$ cat src/rtl/issue_select_scheduler.sv
// issue_select_scheduler
//   Picks up to two ready issue-queue entries per cycle, scanning round-robin
//   from rr_ptr, and binds each to a distinct available functional unit
//   (0=ALU0, 1=ALU1, 2=MEM). Multi-cycle FU occupancy is tracked with
//   per-FU busy counters. All outputs are registered.
//
// Ports
//   clk, rst                 clock, asynchronous active-high reset
//   flush_in                 synchronous flush: drops this cycle's grants
//   req_valid_in[RS_SIZE]    entry i valid with operands ready
//   req_fu_in                FU id of entry i at [i*FU_SIZE +: FU_SIZE]
//   fu_ready_in[FU_ARRAY]    FU f can accept an op
//   grant{1,2}_valid/idx/fu  registered issue slots
//   grant_mask_out           one-hot OR of granted entries
//   stall_out                requests were present but nothing was granted
//   issued_count             wrapping count of issued ops
module issue_select_scheduler #(
  parameter int RS_SIZE  = 16,
  parameter int IDX_W    = 4,
  parameter int FU_SIZE  = 2,
  parameter int FU_ARRAY = 3,
  parameter int ALU_LAT  = 1,
  parameter int MEM_LAT  = 3
) (
  input  logic                        clk,
  input  logic                        rst,
  input  logic                        flush_in,
  input  logic [RS_SIZE-1:0]          req_valid_in,
  input  logic [RS_SIZE*FU_SIZE-1:0]  req_fu_in,
  input  logic [FU_ARRAY-1:0]         fu_ready_in,
  output logic                        grant1_valid,
  output logic                        grant2_valid,
  output logic [IDX_W-1:0]            grant1_idx,
  output logic [IDX_W-1:0]            grant2_idx,
  output logic [FU_SIZE-1:0]          grant1_fu,
  output logic [FU_SIZE-1:0]          grant2_fu,
  output logic [RS_SIZE-1:0]          grant_mask_out,
  output logic                        stall_out,
  output logic [15:0]                 issued_count
);

  localparam int MAX_LAT  = (MEM_LAT > ALU_LAT) ? MEM_LAT : ALU_LAT;
  localparam int CNT_W    = (MAX_LAT > 1) ? $clog2(MAX_LAT) : 1;
  localparam int FU_SPACE = 1 << FU_SIZE;

  logic [IDX_W-1:0]   rr_ptr;
  logic [RS_SIZE-1:0] pend_mask;
  logic [CNT_W-1:0]   busy_cnt [FU_ARRAY];

  // Sized to the full FU id space so out-of-range ids read as unavailable.
  logic [FU_SPACE-1:0] fu_avail;
  logic [RS_SIZE-1:0]  eligible;

  logic               s1_vld_p0, s2_vld_p0;
  logic [IDX_W-1:0]   s1_idx_p0, s2_idx_p0;
  logic [FU_SIZE-1:0] s1_fu_p0, s2_fu_p0;
  logic [RS_SIZE-1:0] mask_p0;
  logic [IDX_W-1:0]   scan_idx;
  logic [FU_SIZE-1:0] scan_fu;

  function automatic logic [CNT_W-1:0] fu_lat_m1(input int f);
    return (f < 2) ? CNT_W'(ALU_LAT - 1) : CNT_W'(MEM_LAT - 1);
  endfunction

  // ---- stage p0: availability, eligibility and round-robin selection ----
  always_comb begin
    fu_avail = '0;
    for (int f = 0; f < FU_ARRAY; f++)
      fu_avail[f] = fu_ready_in[f] & (busy_cnt[f] == '0);
  end

  always_comb begin
    eligible = '0;
    for (int i = 0; i < RS_SIZE; i++)
      eligible[i] = req_valid_in[i] & ~pend_mask[i] &
                    fu_avail[req_fu_in[i*FU_SIZE +: FU_SIZE]];
  end

  always_comb begin
    s1_vld_p0 = 1'b0;
    s2_vld_p0 = 1'b0;
    s1_idx_p0 = '0;
    s2_idx_p0 = '0;
    s1_fu_p0  = '0;
    s2_fu_p0  = '0;
    scan_idx  = '0;
    scan_fu   = '0;
    for (int k = 0; k < RS_SIZE; k++) begin
      scan_idx = rr_ptr + IDX_W'(k);
      scan_fu  = req_fu_in[scan_idx*FU_SIZE +: FU_SIZE];
      if (eligible[scan_idx]) begin
        if (!s1_vld_p0) begin
          s1_vld_p0 = 1'b1;
          s1_idx_p0 = scan_idx;
          s1_fu_p0  = scan_fu;
        end else if (!s2_vld_p0 && (scan_fu != s1_fu_p0)) begin
          s2_vld_p0 = 1'b1;
          s2_idx_p0 = scan_idx;
          s2_fu_p0  = scan_fu;
        end
      end
    end
  end

  always_comb begin
    mask_p0 = '0;
    if (s1_vld_p0) mask_p0 = mask_p0 | (RS_SIZE'(1) << s1_idx_p0);
    if (s2_vld_p0) mask_p0 = mask_p0 | (RS_SIZE'(1) << s2_idx_p0);
  end

  // ---- stage p1: registered grants, pointer, occupancy and status ----
  always_ff @(posedge clk or posedge rst) begin
    if (rst) begin
      grant1_valid   <= 1'b0;
      grant2_valid   <= 1'b0;
      grant1_idx     <= '0;
      grant2_idx     <= '0;
      grant1_fu      <= '0;
      grant2_fu      <= '0;
      grant_mask_out <= '0;
      stall_out      <= 1'b0;
      issued_count   <= '0;
      rr_ptr         <= '0;
      pend_mask      <= '0;
      for (int f = 0; f < FU_ARRAY; f++) busy_cnt[f] <= '0;
    end else begin
      // In-flight FU ops are not cancelled by a flush, so counters keep running.
      for (int f = 0; f < FU_ARRAY; f++) begin
        if (!flush_in &&
            ((s1_vld_p0 && s1_fu_p0 == FU_SIZE'(f)) ||
             (s2_vld_p0 && s2_fu_p0 == FU_SIZE'(f))))
          busy_cnt[f] <= fu_lat_m1(f);
        else if (busy_cnt[f] != '0)
          busy_cnt[f] <= busy_cnt[f] - CNT_W'(1);
      end

      if (flush_in) begin
        grant1_valid   <= 1'b0;
        grant2_valid   <= 1'b0;
        grant1_idx     <= '0;
        grant2_idx     <= '0;
        grant1_fu      <= '0;
        grant2_fu      <= '0;
        grant_mask_out <= '0;
        pend_mask      <= '0;
        stall_out      <= 1'b0;
        rr_ptr         <= '0;
      end else begin
        grant1_valid   <= s1_vld_p0;
        grant2_valid   <= s2_vld_p0;
        grant1_idx     <= s1_idx_p0;
        grant2_idx     <= s2_idx_p0;
        grant1_fu      <= s1_fu_p0;
        grant2_fu      <= s2_fu_p0;
        grant_mask_out <= mask_p0;
        pend_mask      <= mask_p0;
        stall_out      <= (|req_valid_in) & ~(s1_vld_p0 | s2_vld_p0);
        issued_count   <= issued_count + 16'(s1_vld_p0) + 16'(s2_vld_p0);
        if (s2_vld_p0)
          rr_ptr <= s2_idx_p0 + IDX_W'(1);
        else if (s1_vld_p0)
          rr_ptr <= s1_idx_p0 + IDX_W'(1);
      end
    end
  end

endmodule

$ cat config.mk
export PLATFORM = sky130hd
export DESIGN_NAME = issue_select_scheduler
export DESIGN_NICKNAME = d
export VERILOG_FILES = /design/src/rtl/issue_select_scheduler.sv
export SDC_FILE = /design/constraint.sdc
export NUM_CORES = 1
export LEC_CHECK = 0
export BUFFER_PORTS_ARGS = -buffer_cell sky130_fd_sc_hd__buf_2
export CORE_UTILIZATION = 38
export CTS_BUF_LIST = sky130_fd_sc_hd__clkbuf_8
export DETAILED_ROUTE_END_ITERATION = 6
export GPL_ROUTABILITY_DRIVEN = 0
export PLACE_DENSITY_LB_ADDON = 0.15
export SYNTH_ARGS = -nofsm -noshare
export SYNTH_HDL_FRONTEND = slang
export SYNTH_SLANG_ARGS = --single-unit
export TNS_END_PERCENT = 1
$ cat constraint.sdc
create_clock -name clk -period 7.5 [get_ports clk]
set_input_delay 0.375 -clock clk [delete_from_list [all_inputs] [get_ports clk]]
set_output_delay 0.375 -clock clk [all_outputs]
set_load 0.01 [all_outputs]
# Yosys cells after proc, flatten, opt, wreduce, memory -nomap -nowiden
# Cells that the tools add are included.
word_totals:
  register_bits: 57
  output_inout_bits: 47
  word_cells: 509
classes:
  add_sub_neg: 22
  n_lt_le_gt_ge: 32
  n_eq_ne: 19
  shifts: 18
  n_mux: 296
  n_bitwise: 55
  reduce_logical: 54
ops:
  columns: ["operator", "n"]
  rows:
  - ["32-bit by 6-bit variable part select with 2-bit output", 16]
  - ["4-bit two-way mux", 81]
  - ["2-bit two-way mux", 84]
  - ["1-bit two-way mux", 96]
  - ["4-bit by 5-bit < comparator with 1-bit output, second input constant", 16]
  - ["1-bit binary-select mux with 4-bit select", 16]
  - ["2-bit by 3-bit < comparator with 1-bit output, second input constant", 16]
  - ["16-bit two-way mux", 3]
  - ["1-bit AND", 36]
  - ["16-bit by 1-bit adder with 16-bit output", 2]
  - ["4-bit adder, second input constant", 8]
  - ["1-bit binary-select mux with 2-bit select", 16]
  - ["1-bit by 4-bit left shift with 16-bit output, first input constant", 2]
  - ["2-bit != test", 15]
  - ["1-bit logical AND", 23]
  - ["1-bit inverter", 17]
  - ["4-bit by 3-bit adder with 4-bit output, second input constant", 4]
  - ["16-bit OR", 1]
  - ["16-bit OR reduction", 1]
  - ["1-bit logical NOT", 15]
  - ["4-bit by 1-bit adder with 4-bit output, second input constant", 3]
  - ["2-bit nonzero test", 6]
  - ["2-bit logical NOT", 5]
  - ["4-bit by 2-bit adder with 4-bit output, second input constant", 2]
  - ["other kinds (6)", 12]

# Depth between registers and ports, before layout
logic_depth:
  word_depth: 87
  ltp_mapped: 31

# Worst setup path before layout
# No wires, ideal clock.
synth_path:
  kind: "flip-flop to flip-flop"
  from: "register rr_ptr[1]"
  to: "register issued_count[14]"
  setup_ps: 80
  arrival_ps: 6315
  required_ps: 7420
  slack_ps: 1105
  path_stages_with_launch: 29
  n_path_buf: 5
  synth_period_minus_slack_ps: 6395
  path_cell_list: "dfrtp_1 inv_1 clkbuf_1 ha_1 clkbuf_1 inv_1 buf_1 nand2_1 o22a_1 and3_1 nor4_4 nand3_2 o221a_2 o2111a_1 or4_1 a21oi_2 and4b_1 buf_6 and3_1 buf_2 a41oi_1 nor2_1 ha_1 or2_2 ha_1 nand3_1 nor2_1 nand4_1 xnor2_1"
synth_via:
  elab_chain_cells: 78
  word_cells_on_any_way: 198
synth_lines:
  columns: ["element", "line", "rtl"]
  rows:
  - ["from (decl)", "46", "logic [IDX_W-1:0] rr_ptr;"]
  - ["from (signal assigned)", "160", "rr_ptr <= s2_idx_p0 + IDX_W'(1);"]
  - ["from (signal assigned)", "162", "rr_ptr <= s1_idx_p0 + IDX_W'(1);"]
  - ["branches (longest 77 deep; another with 4-bit by 1-bit adder with 4-bit output)", null, null]
  - ["16-bit by 1-bit adder with 16-bit output (*)", "158", "issued_count <= issued_count + 16'(s1_vld_p0) + 16'(s2_vld_p0);"]
  - ["to (signal assigned)", "158", null]
  - ["to (decl)", "39", "output logic [15:0] issued_count"]
# Every way passes the cells marked *. The select of a mux whose other input is x is not followed.
# A chain may end at the register's enable or synchronous reset.

# Worst setup path after layout
layout_path:
  from: "register busy_cnt[0] in the netlist's numbering"
  to: "register pend_mask[14]"
layout_via:
  elab_chain_cells: 86
  word_cells_on_any_way: 297
layout_lines:
  columns: ["element", "line", "rtl"]
  rows:
  - ["from (decl)", "48", "logic [CNT_W-1:0] busy_cnt [FU_ARRAY];"]
  - ["from (signal, indexed assignment)", "132", "busy_cnt[f] <= fu_lat_m1(f);"]
  - ["from (signal, indexed assignment)", "134", "busy_cnt[f] <= busy_cnt[f] - CNT_W'(1);"]
  - ["2-bit logical NOT (*)", "69", "fu_avail[f] = fu_ready_in[f] & (busy_cnt[f] == '0);"]
  - ["1-bit AND (*)", "69", null]
  - ["1-bit binary-select mux with 2-bit select", "76", "fu_avail[req_fu_in[i*FU_SIZE +: FU_SIZE]];"]
  - ["1-bit two-way mux (implied by the code)", "76", null]
  - ["1-bit AND", "75", "eligible[i] = req_valid_in[i] & ~pend_mask[i] &"]
  - ["1-bit binary-select mux with 4-bit select", "91", "if (eligible[scan_idx]) begin"]
  - ["1-bit two-way mux (implied by the code)", "91", null]
  - ["2-bit two-way mux", "91", null]
  - ["[70 not listed]", null, null]
  - ["1-bit logical AND", "96", "end else if (!s2_vld_p0 && (scan_fu != s1_fu_p0)) begin"]
  - ["4-bit two-way mux", "96", null]
  - ["4-bit two-way mux", "92", "if (!s1_vld_p0) begin"]
  - ["4-bit two-way mux", "91", null]
  - ["1-bit by 4-bit left shift with 16-bit output", "108", "if (s2_vld_p0) mask_p0 = mask_p0 | (RS_SIZE'(1) << s2_idx_p0);"]
  - ["16-bit OR", "108", null]
  - ["16-bit two-way mux (*)", "108", null]
  - ["16-bit two-way mux (*)", "137", "if (flush_in) begin"]
  - ["to (signal assigned)", "156", "pend_mask <= mask_p0;"]
  - ["to (decl)", "47", "logic [RS_SIZE-1:0] pend_mask;"]
# Every way passes the cells marked *; elsewhere a longest branch is shown, timed or not. The select of a mux whose other input is x is not followed.

==> results.json <==
{
  "clock-sinks": 57,
  "cts_tree": "built",
  "drt_wl_total_um": 39100,
  "post_cts_buffers": 0,
  "slew_violations": 0,
  "critPathCapture": "pend_mask[14]",
  "track_usage_pct": 31.7,
  "area_growth_pct": 13.1,
  "synth_warnings": 0,
  "num_io_pins": 101,
  "dieArea_sq_um": 24800,
  "grt.busiest_layer": "met2",
  "globalRouteOverflowTotal": 0,
  "grt_pass1_vias": 9745,
  "netlist_instances": 1203,
  "setup-tns-final_ns": 0,
  "gr-usage-met1_pct": 44.8,
  "endpoint_kind": "flip-flop",
  "synthFlopType": "dfrtp_1",
  "synth-edff-count": 0,
  "drt_iter0_markers": 1201,
  "io_buffers": 100,
  "cp_slowest_cell": "or4b_1",
  "hold_viol_final": 0,
  "start_kind": "flip-flop",
  "netlist_area_sq_um": 9190,
  "cts_root_buf": "clkbuf_8",
  "mostFrequentLayoutCells": "nand2_1 (130), nor2_1 (115), buf_2 (100)",
  "crit_top_cell": "and3_1",
  "slew-limit-headroom_pct": 25.2,
  "seq_area_frac_synth_pct": 15.5,
  "ys_seq_elements": 57,
  "startpoint": "busy_cnt[0]",
  "synthArstFlopShare_pct": 100,
  "synth_nets": 1271,
  "numCtsBuffers": 9,
  "reg2reg_to": "pend_mask[14]",
  "antenna_cells": 0,
  "fp.dieH_um": 158,
  "r2r_start": "busy_cnt[0]",
  "via_count": 10800,
  "finalNetCount": 1373,
  "setup_viol": 0,
  "grt_util_met2_pct": 49.3,
  "slowest_delay_ns": 0.67,
  "die_x_um": 158,
  "worstMarginPinSlew_ns": 1.11,
  "cp_max_fo": 19,
  "ant_nets": 0,
  "clock_path_buffers": 2,
  "crit_type": "flip-flop to flip-flop",
  "fin_worst_skew_ns": 0.0103,
  "arrival_ns": 7.24,
  "worstPathCellList": "inv_1, ha_2, nand3b_1, a211o_1, o22ai_1, o22ai_1, or3_1, a2111oi_1, nor3_1, or4b_1, a21oi_4, and3_1, and3_1, and4b_1, and3_1, nand3_1, a311oi_1, o21ai_1, buf_4, or4_1, a21oi_1",
  "ys_types": 97,
  "finalCritPeriodShare_pct": 93.4,
  "drv_cap": 0,
  "h-tree-depth": 3,
  "avgViaCountPerCell": 6.63,
  "fmax_mhz": 143,
  "dp_hpwl_um": 31100,
  "rows": 56,
  "grt_pass1_wl_um": 59200,
  "min_path_type": "primary input to async pin",
  "drive_gt1_share_pct": 20.1,
  "ctsHoldBuffers": 0,
  "clkLatencyLatePin_ns": 0.33,
  "required_ns": 7.74,
  "synth_area_per_cell_sq_um": 7.64,
  "drtPass1Iterations": 5,
  "start_util_pct": 38.9,
  "coreArea_sq_um": 23600,
  "final_common_cell": "nand2_1",
  "r2r_cells": 21,
  "status": "finished, final reports clean",
  "clk_pin_slew_ns": 0.06,
  "rsz0062_at_grt": "no",
  "post-route-drc-count": 0,
  "gr-usage-met3_pct": 3.52,
  "finalCriticalPeriod_ns": 7.00,
  "grt_max_degree": 58,
  "rrSetupSlack_ns": 0.50,
  "antenna_found_initial": 0,
  "wl_per_cell_um": 24.0
}
cell families after synthesis:
| group | after synthesis | synth area share, % |
|---|---|---|
| AO/OA/AOI/OAI | 381 | 29.2 |
| XOR/XNOR | 57 | 5.59 |
| flip-flops | 57 | 15.5 |
| multiplexers | 82 | 13.7 |
| AND/OR/NAND/NOR | 502 | 29.0 |
| adder cells (fa/ha/maj) | 14 | 1.91 |
| buffers and inverters | 110 | 5.13 |
flip-flops by register name, summed over array words and instances, names as in the netlist, 2 cells and up:
register      flops
rr_ptr            4
grant2_idx        4
grant1_fu         2
pend_mask        16
issued_count     16
busy_cnt          6
grant1_idx        4
grant2_fu         2
through the flow:
step / std cells / cell area, sq um / util (%) / hold slack [ns] / worst slack, ns
global route: 1629 / 10400 / 44.0 / 0.304 / 0.0156
floorplan: 1203 / 9190 / - / 0.484 / 1.10
CTS: 1629 / 10400 / 43.9 / 0.260 / 0.344
global placement: 1613 / 10200 / 43.2 / 0.465 / 0.401
detailed placement: 1613 / 10200 / 43.2 / 0.455 / 0.397
finish: 1629 / 10400 / 44.0 / 0.248 / 0.498
worst max-delay path, delay by kind of cell, from the launching register on:
kind	cells	cell delay, ns
AND/OR/NAND/NOR	10	3.43
AO/OA/AOI/OAI	8	2.41
adder cells (fa/ha/maj)	1	0.42
flip-flops	1	0.38
buffers and inverters	2	0.27
synthesized netlist by cell type, drive strengths merged, types with 31 or more instances:
cell type	number	area share [%]
nor2	116	4.8
o31ai	36	2.9
mux4	34	8.3
a21oi	81	4.6
clkbuf	31	1.3
o21ai	55	3.0
o22ai	37	2.8
inv	51	2.1
nand2	130	5.3
xnor2	36	3.5
and3	32	2.2
nor3	35	2.2
mux2i	35	3.8
nand3	36	2.2
dfrtp	57	16
worst min path at each step:
stage / to / slack, ns
after floorplan: busy_cnt[3] / 0.48
after global placement: issued_count[15] / 0.47
after detailed placement: issued_count[15] / 0.46
after CTS: pend_mask[4] / 0.26
after global routing: pend_mask[4] / 0.30
final: issued_count[15] / 0.25
layout make-up:
cell class / count / area [sq um]
Timing Repair Buffer: 150 / 876
Clock buffer: 11 / 151
Sequential cell: 57 / 1430
Multi-Input combinational cell: 1036 / 7330
Fill cell: 2463 / 13200
Inverter: 51 / 191
Clock inverter: 5 / 22.5
Tap cell: 319 / 399
layer usage:
metal	up-vias	wire [um]
li1	4838	-
met1	5190	16400
met2	674	17100
met3	98	3860
met4	0	1680
met5	-	0
what timing repair did:
item | CTS | global route
setup endpoints to repair | 0 | 29
gates resized for setup | 0 | 7
endpoints found under the hold margin | 0 | 0
Power is left out: the tool's default activity adds up to more than one toggle a clock period on the data nets, which glitch-free logic cannot reach.
